`src/rtl/iter_mul_unit_pkg.sv`:
```
// Shared encodings for the iterative multiplier: operation codes and FSM states.
package iter_mul_unit_pkg;

    typedef enum logic [1:0] {
        OP_MUL   = 2'b00,
        OP_MLA   = 2'b01,
        OP_UMULL = 2'b10,
        OP_SMULL = 2'b11
    } op_e;

    typedef enum logic [1:0] {
        ST_IDLE = 2'b00,
        ST_CALC = 2'b01,
        ST_FIN  = 2'b10,
        ST_DONE = 2'b11
    } state_e;

    // Long ops write a hi result through the auxiliary port.
    function automatic logic is_long(input op_e op);
        return (op == OP_UMULL) || (op == OP_SMULL);
    endfunction

endpackage

```
`src/rtl/iter_mul_unit_cond_negate.sv`:
```
// Conditional two's-complement negate: y_c = neg ? -x : x.
module iter_mul_unit_cond_negate #(
    parameter int unsigned W = 64
) (
    input  logic [W-1:0] x,
    input  logic         neg,
    output logic [W-1:0] y_c
);

    assign y_c = neg ? (~x + W'(1)) : x;

endmodule

```
`src/rtl/iter_mul_unit.sv`:
```
// Multi-cycle shift-add multiplier (MUL/MLA/UMULL/SMULL) with fixed WIDTH-cycle iteration
// and registered lo/hi/flags/write-address results presented with a one-cycle done pulse.
module iter_mul_unit
    import iter_mul_unit_pkg::*;
#(
    parameter int unsigned WIDTH = 32
) (
    input  logic             clk,
    input  logic             reset,
    input  logic             start,
    input  logic [1:0]       op,
    input  logic [WIDTH-1:0] a,
    input  logic [WIDTH-1:0] b,
    input  logic [WIDTH-1:0] acc,
    input  logic [3:0]       wa_lo_in,
    input  logic [3:0]       wa_hi_in,
    output logic             busy,
    output logic             done,
    output logic [WIDTH-1:0] lo,
    output logic [WIDTH-1:0] hi,
    output logic             hi_we,
    output logic [3:0]       wa_lo,
    output logic [3:0]       wa_hi,
    output logic [1:0]       flags
);

    localparam int unsigned PW = 2 * WIDTH;
    localparam int unsigned CW = (WIDTH > 1) ? $clog2(WIDTH) : 1;

    state_e           state;
    op_e              op_q;
    logic [WIDTH-1:0] mcand;
    logic [WIDTH-1:0] mplier;
    logic [WIDTH-1:0] acc_q;
    logic [PW-1:0]    prod;
    logic [CW-1:0]    cnt;
    logic             sign_q;
    logic [3:0]       wa_lo_q;
    logic [3:0]       wa_hi_q;

    logic             accept_c;
    logic             smull_in_c;
    logic [WIDTH-1:0] abs_a_c;
    logic [WIDTH-1:0] abs_b_c;
    logic [WIDTH:0]   upper_sum_c;
    logic [PW-1:0]    prod_step_c;
    logic [PW-1:0]    prod_fix_c;
    logic [WIDTH-1:0] lo_res_c;
    logic [WIDTH-1:0] hi_res_c;
    logic             n_c;
    logic             z_c;

    assign accept_c   = start && ((state == ST_IDLE) || (state == ST_DONE));
    assign smull_in_c = (op_e'(op) == OP_SMULL);

    // SMULL works on magnitudes; unsigned W-bit magnitude keeps -2^(W-1) exact.
    iter_mul_unit_cond_negate #(.W(WIDTH)) u_abs_a (
        .x   (a),
        .neg (smull_in_c && a[WIDTH-1]),
        .y_c (abs_a_c)
    );

    iter_mul_unit_cond_negate #(.W(WIDTH)) u_abs_b (
        .x   (b),
        .neg (smull_in_c && b[WIDTH-1]),
        .y_c (abs_b_c)
    );

    // One shift-add step: add into the upper half, then shift right with carry-in.
    always_comb begin
        upper_sum_c = {1'b0, prod[PW-1:WIDTH]};
        if (mplier[0]) begin
            upper_sum_c = upper_sum_c + {1'b0, mcand};
        end
        prod_step_c = {upper_sum_c, prod[WIDTH-1:1]};
    end

    iter_mul_unit_cond_negate #(.W(PW)) u_fix (
        .x   (prod),
        .neg (sign_q),
        .y_c (prod_fix_c)
    );

    always_comb begin
        lo_res_c = prod_fix_c[WIDTH-1:0];
        hi_res_c = '0;
        if (op_q == OP_MLA) begin
            lo_res_c = prod_fix_c[WIDTH-1:0] + acc_q;
        end
        if (is_long(op_q)) begin
            hi_res_c = prod_fix_c[PW-1:WIDTH];
            n_c      = prod_fix_c[PW-1];
            z_c      = (prod_fix_c == '0);
        end else begin
            n_c      = lo_res_c[WIDTH-1];
            z_c      = (lo_res_c == '0);
        end
    end

    // FSM, iteration datapath and registered results.
    always_ff @(posedge clk or posedge reset) begin
        if (reset) begin
            state   <= ST_IDLE;
            op_q    <= OP_MUL;
            mcand   <= '0;
            mplier  <= '0;
            acc_q   <= '0;
            prod    <= '0;
            cnt     <= '0;
            sign_q  <= 1'b0;
            wa_lo_q <= '0;
            wa_hi_q <= '0;
            busy    <= 1'b0;
            done    <= 1'b0;
            lo      <= '0;
            hi      <= '0;
            hi_we   <= 1'b0;
            wa_lo   <= '0;
            wa_hi   <= '0;
            flags   <= '0;
        end else begin
            done <= 1'b0;
            if (accept_c) begin
                state   <= ST_CALC;
                busy    <= 1'b1;
                op_q    <= op_e'(op);
                acc_q   <= acc;
                wa_lo_q <= wa_lo_in;
                wa_hi_q <= wa_hi_in;
                mcand   <= abs_a_c;
                mplier  <= abs_b_c;
                sign_q  <= smull_in_c && (a[WIDTH-1] ^ b[WIDTH-1]);
                prod    <= '0;
                cnt     <= '0;
            end else begin
                case (state)
                    ST_IDLE: ;
                    ST_CALC: begin
                        prod   <= prod_step_c;
                        mplier <= mplier >> 1;
                        cnt    <= cnt + CW'(1);
                        if (cnt == CW'(WIDTH - 1)) begin
                            state <= ST_FIN;
                        end
                    end
                    ST_FIN: begin
                        lo    <= lo_res_c;
                        hi    <= hi_res_c;
                        hi_we <= is_long(op_q);
                        flags <= {n_c, z_c};
                        wa_lo <= wa_lo_q;
                        wa_hi <= wa_hi_q;
                        busy  <= 1'b0;
                        done  <= 1'b1;
                        state <= ST_DONE;
                    end
                    ST_DONE: state <= ST_IDLE;
                    default: state <= ST_IDLE;
                endcase
            end
        end
    end

endmodule

```
`config.mk`:
```
export PLATFORM = sky130hd
export DESIGN_NAME = iter_mul_unit
export DESIGN_NICKNAME = d
export VERILOG_FILES = /design/src/rtl/iter_mul_unit_pkg.sv /design/src/rtl/iter_mul_unit_cond_negate.sv /design/src/rtl/iter_mul_unit.sv
export SDC_FILE = /design/constraint.sdc
export NUM_CORES = 1
export LEC_CHECK = 0
export CORE_AREA = 2 2 203 185
export CTS_CLUSTER_SIZE = 40
export DETAILED_ROUTE_END_ITERATION = 10
export DIE_AREA = 0 0 205 187
export GPL_TIMING_DRIVEN = 1
export HOLD_SLACK_MARGIN = 0.03
export PLACE_DENSITY = 0.84
export SLEW_MARGIN = 20
export SYNTH_ARGS = -nofsm -noshare
export SYNTH_HDL_FRONTEND = slang
export SYNTH_SLANG_ARGS = --single-unit
```
`constraint.sdc`:
```
create_clock -name clk -period 8.75 [get_ports clk]
set_input_delay 1.3125 -clock clk [delete_from_list [all_inputs] [get_ports clk]]
set_output_delay 1.3125 -clock clk [all_outputs]
set_load 0.005 [all_outputs]
```
==> reports/metrics.csv <==
stage;metric;value;unit
status;run status;finished clean;
final_layout;footprint of the multi-input gates;10190;sq um
global_routing;overall routing resource usage;25.46;%
sta;max-slew violations;0;
critical_path;CP bufs+invs;1;
clock_tree;H-tree depth;1;
routing;routed len/inst;19.06;um
critical_path;CP max-delay cell;nor4b_1;
floorplanning;Initial Utilization;47.11;%
critical_path;CP top delay family;simple AND/OR/NAND/NOR gates;
clock_tree;CTS root buffer;clkbuf_16;
routing;vias;15510;
floorplanning;FP Rows;67;
logic_synthesis;post-synth net total;2196;
hold_path;Worst Hold Launch;wa_lo_q[0];
routing;vias per cell;5.929;
critical_path;critical path peak fanout;8;
critical_path;reg2reg start;prod[0];
critical_path;Worst Reg-to-Reg Cells;18;
critical_path;CP startpoint kind;register;
sta;Final Hold Fails;0;
final_layout;nets@finish;2304;
clock_tree;Post-CTS Setup Inserts;0;
critical_path;crit path kind;register to register;
final_layout;Filler cells;3268;
sta;Clock Skew;14.23;ps
logic_synthesis;Mapped Area;17220;sq um
clock_tree;CTS Hold Bufs;0;
hold_path;worst min path class;register to register;
routing;Routed WL;49830;um
global_routing;largest net degree at the start of global routing;140;
clock_tree;Num CTS Buffers;28;
floorplanning;Die X;205;um
logic_synthesis;Gate Count Post-Synth;2006;
sta;crit path time final;5501;ps
routing;DRC viols;0;
floorplanning;Ports;186;
sta;Relative slew margins;31.77;%
sta;Final Setup Violations;0;
routing;DRT Pass-1 Iters;6;
logic_synthesis;synth unique cells;71;
clock_tree;CTS Buffer Depth;3;
job;max-cap violation count;0;
clock_tree;clock sinks;255;
hold_path;worst hold path cell count;2;
global_routing;gr ovfl total;0;
critical_path;Critical Path RT;9250;ps
critical_path;reg-to-reg slack, setup;3250;ps
power;Worst VDD drop;0.0001676;V
logic_synthesis;ys flop type;dfrtp_1;
logic_synthesis;asr flop ratio synth;100.0;%
critical_path;CP arrival;6000;ps
logic_synthesis;post-synthesis sequential area ratio;37.06;%
hold_path;worst hold endpoint;wa_lo_q[0];
placed_design;number of port buffers;185;
sta;Max Fclk;181.8;MHz
final_layout;fraction of final layout cells sized beyond drive strength 1;4.362;%
critical_path;crit end category;register;
floorplanning;DIE AREA;38340;sq um
final_layout;Layout Utilization;55.57;%
sta;Post-Route Setup TNS;0;ps
logic_synthesis;Avg Cell Area, Syn;8.583;sq um
sta;RSZ-0062 raised after global routing;false;
critical_path;CP cell instances;inv_1, ha_1, or3b_2, or4b_1, o31ai_1, xnor2_1, ha_1, nand4_1, or3_1, o22ai_1, nor4b_1, nor2_1, a31oi_1, xnor2_1, o21ai_0, nand4_1, nor4_1, a31o_1;
placed_design;Placer Congestion;0.9665;
clock_tree;Post-CTS Resized;0;
placed_design;post-detail-place hpwl;36760;um
clock_tree;Clock Latency Late Sink;560;ps
global_routing;vias in the first global route;14760;
logic_synthesis;synth warn;0;
final_layout;Storage cell area;6382;sq um
critical_path;CP peak stage delay;770;ps
routing;number of DRC markers in iteration 0;1456;
critical_path;Crit path depth;18;
global_routing;initial antenna violation count;1;
logic_synthesis;#FFs+latches synth;255;
clock_tree;Worst-path clk slew;70;ps
final_layout;Layout Area Growth over Synthesis;17.96;%
floorplanning;Core Area;36550;sq um
sta;period utilization;62.87;%
sta;Worst-Margin Slew;1023;ps
final_layout;Antenna Cells;0;
power;Pleak;0.009156;uW
critical_path;Reg-to-Reg End;flags[0];
logic_synthesis;EDFF count, synth;0;
sta;worst hold slack;476.4;ps
routing;Post-DRT Antenna Nets;0;
floorplanning;Die Height;187;um
power;pwr/cell area;356.6;nW/um^2
clock_tree;CTS tree;yes;
global_routing;first-pass GRT wire length;79290;um
[registers in the layout, indices dropped and copies added, names as in the netlist]
name     cells
wa_hi        4
sign_q       1
flags        2
acc_q       32
mplier      32
wa_lo_q      4
op_q         2
wa_lo        4
busy         1
prod        64
wa_hi_q      4
done         1
lo          32
hi_we        1
mcand       32
hi          32
cnt          5
state        2
[cells by family after synthesis]
logic type,after synthesis,synth area share (%)
muxes,111,6.577
AOI/OAI and AO/OA,526,19.23
buffers and inverters,175,3.895
xor gates and xnor gates,173,8.800
DFF,255,37.06
and+or+nand+nor,685,18.47
adders and majority gates,81,5.973
[final cells by class]
cell class,count,area share (%)
clock buffer,35,3.727
clock inverter,13,1.023
inverter,58,1.109
multi-input combinational,1576,50.19
sequential,255,31.43
tap,483,2.976
timing repair buffer,195,9.549
[worst reg2reg max path: cells and delay by family (launching register included)]
| family | cells | cell delay [ps] |
|---|---|---|
| xor gates and xnor gates | 2 | 320 |
| buffers and inverters | 1 | 130 |
| DFF | 1 | 460 |
| and+or+nand+nor | 8 | 2840 |
| adders and majority gates | 2 | 560 |
| AOI/OAI and AO/OA | 5 | 1140 |
[Yosys cell counts, drive strengths merged, types with 8 or more instances]
cell type,n,area [sq um]
a211oi,21,157.7
a21o,36,270.3
a21oi,125,625.6
a22o,19,166.4
a31oi,23,143.9
and2,11,68.82
and3,15,93.84
buf,27,113.9
clkbuf,90,339.1
dfrtp,255,6381
ha,79,988.5
inv,58,217.7
mux2,17,191.4
mux2i,94,940.9
nand2,290,1089
nand2b,18,112.6
nand3,31,160.1
nand3b,9,67.56
nand4,25,156.4
nor2,164,615.6
nor2b,10,62.56
nor3,34,175.2
nor4,26,192.7
o211ai,16,120.1
o21a,8,60.06
o21ai,167,835.8
o21bai,10,75.07
o2bb2ai,12,105.1
o31ai,33,261.5
o41ai,9,78.83
or3,19,118.9
or4,12,93.84
xnor2,102,893.4
xor2,71,621.9
[worst max path at each step]
stage                  from  endpoint  slack (ps)
floorplan             reset  acc_q[0]         420
global placement    prod[0]  flags[0]        3410
detailed placement  prod[0]  flags[0]        3320
CTS                 prod[0]  flags[0]        3290
global route        prod[0]  flags[0]        2920
finish              prod[0]  flags[0]        3250
[routing by layer]
layer,track usage (%),part of all wire (%),vias to the layer above
li1,-,-,7362
met1,36.09,45,7415
met2,40.24,45,611
met3,3.502,7.2,115
met4,8.135,3.2,2
met5,0,0.024,-
[placed cells by master, fill, tap and decap left out, types with 57 or more instances in the layout]
cell	count
dfrtp_1	254
xor2_1	71
xnor2_1	102
nand2_1	289
clkdlybuf4s50_1	185
nor2_1	164
ha_1	77
inv_1	57
mux2i_1	94
a21oi_1	125
o21ai_0	167
[through the flow]
step	power, uW	setup WS, ps	std cells	area [sq um]
2_1_floorplan	4700	424.1	2006	17220
3_5_place_dp	5934	3317	2567	19340
6_report	7242	3249	2615	20310
5_1_grt	7759	2918	2615	20310
3_3_place_gp	5805	3409	2567	19340
4_1_cts	7219	3294	2615	20310
[power breakdown]
part	leakage (uW)	switching (uW)	internal, uW
Combinational	0.00543	2160	1620
Clock	0.000473	491	756
Sequential	0.00325	542	1670
Power figures use the tool's default switching activity.
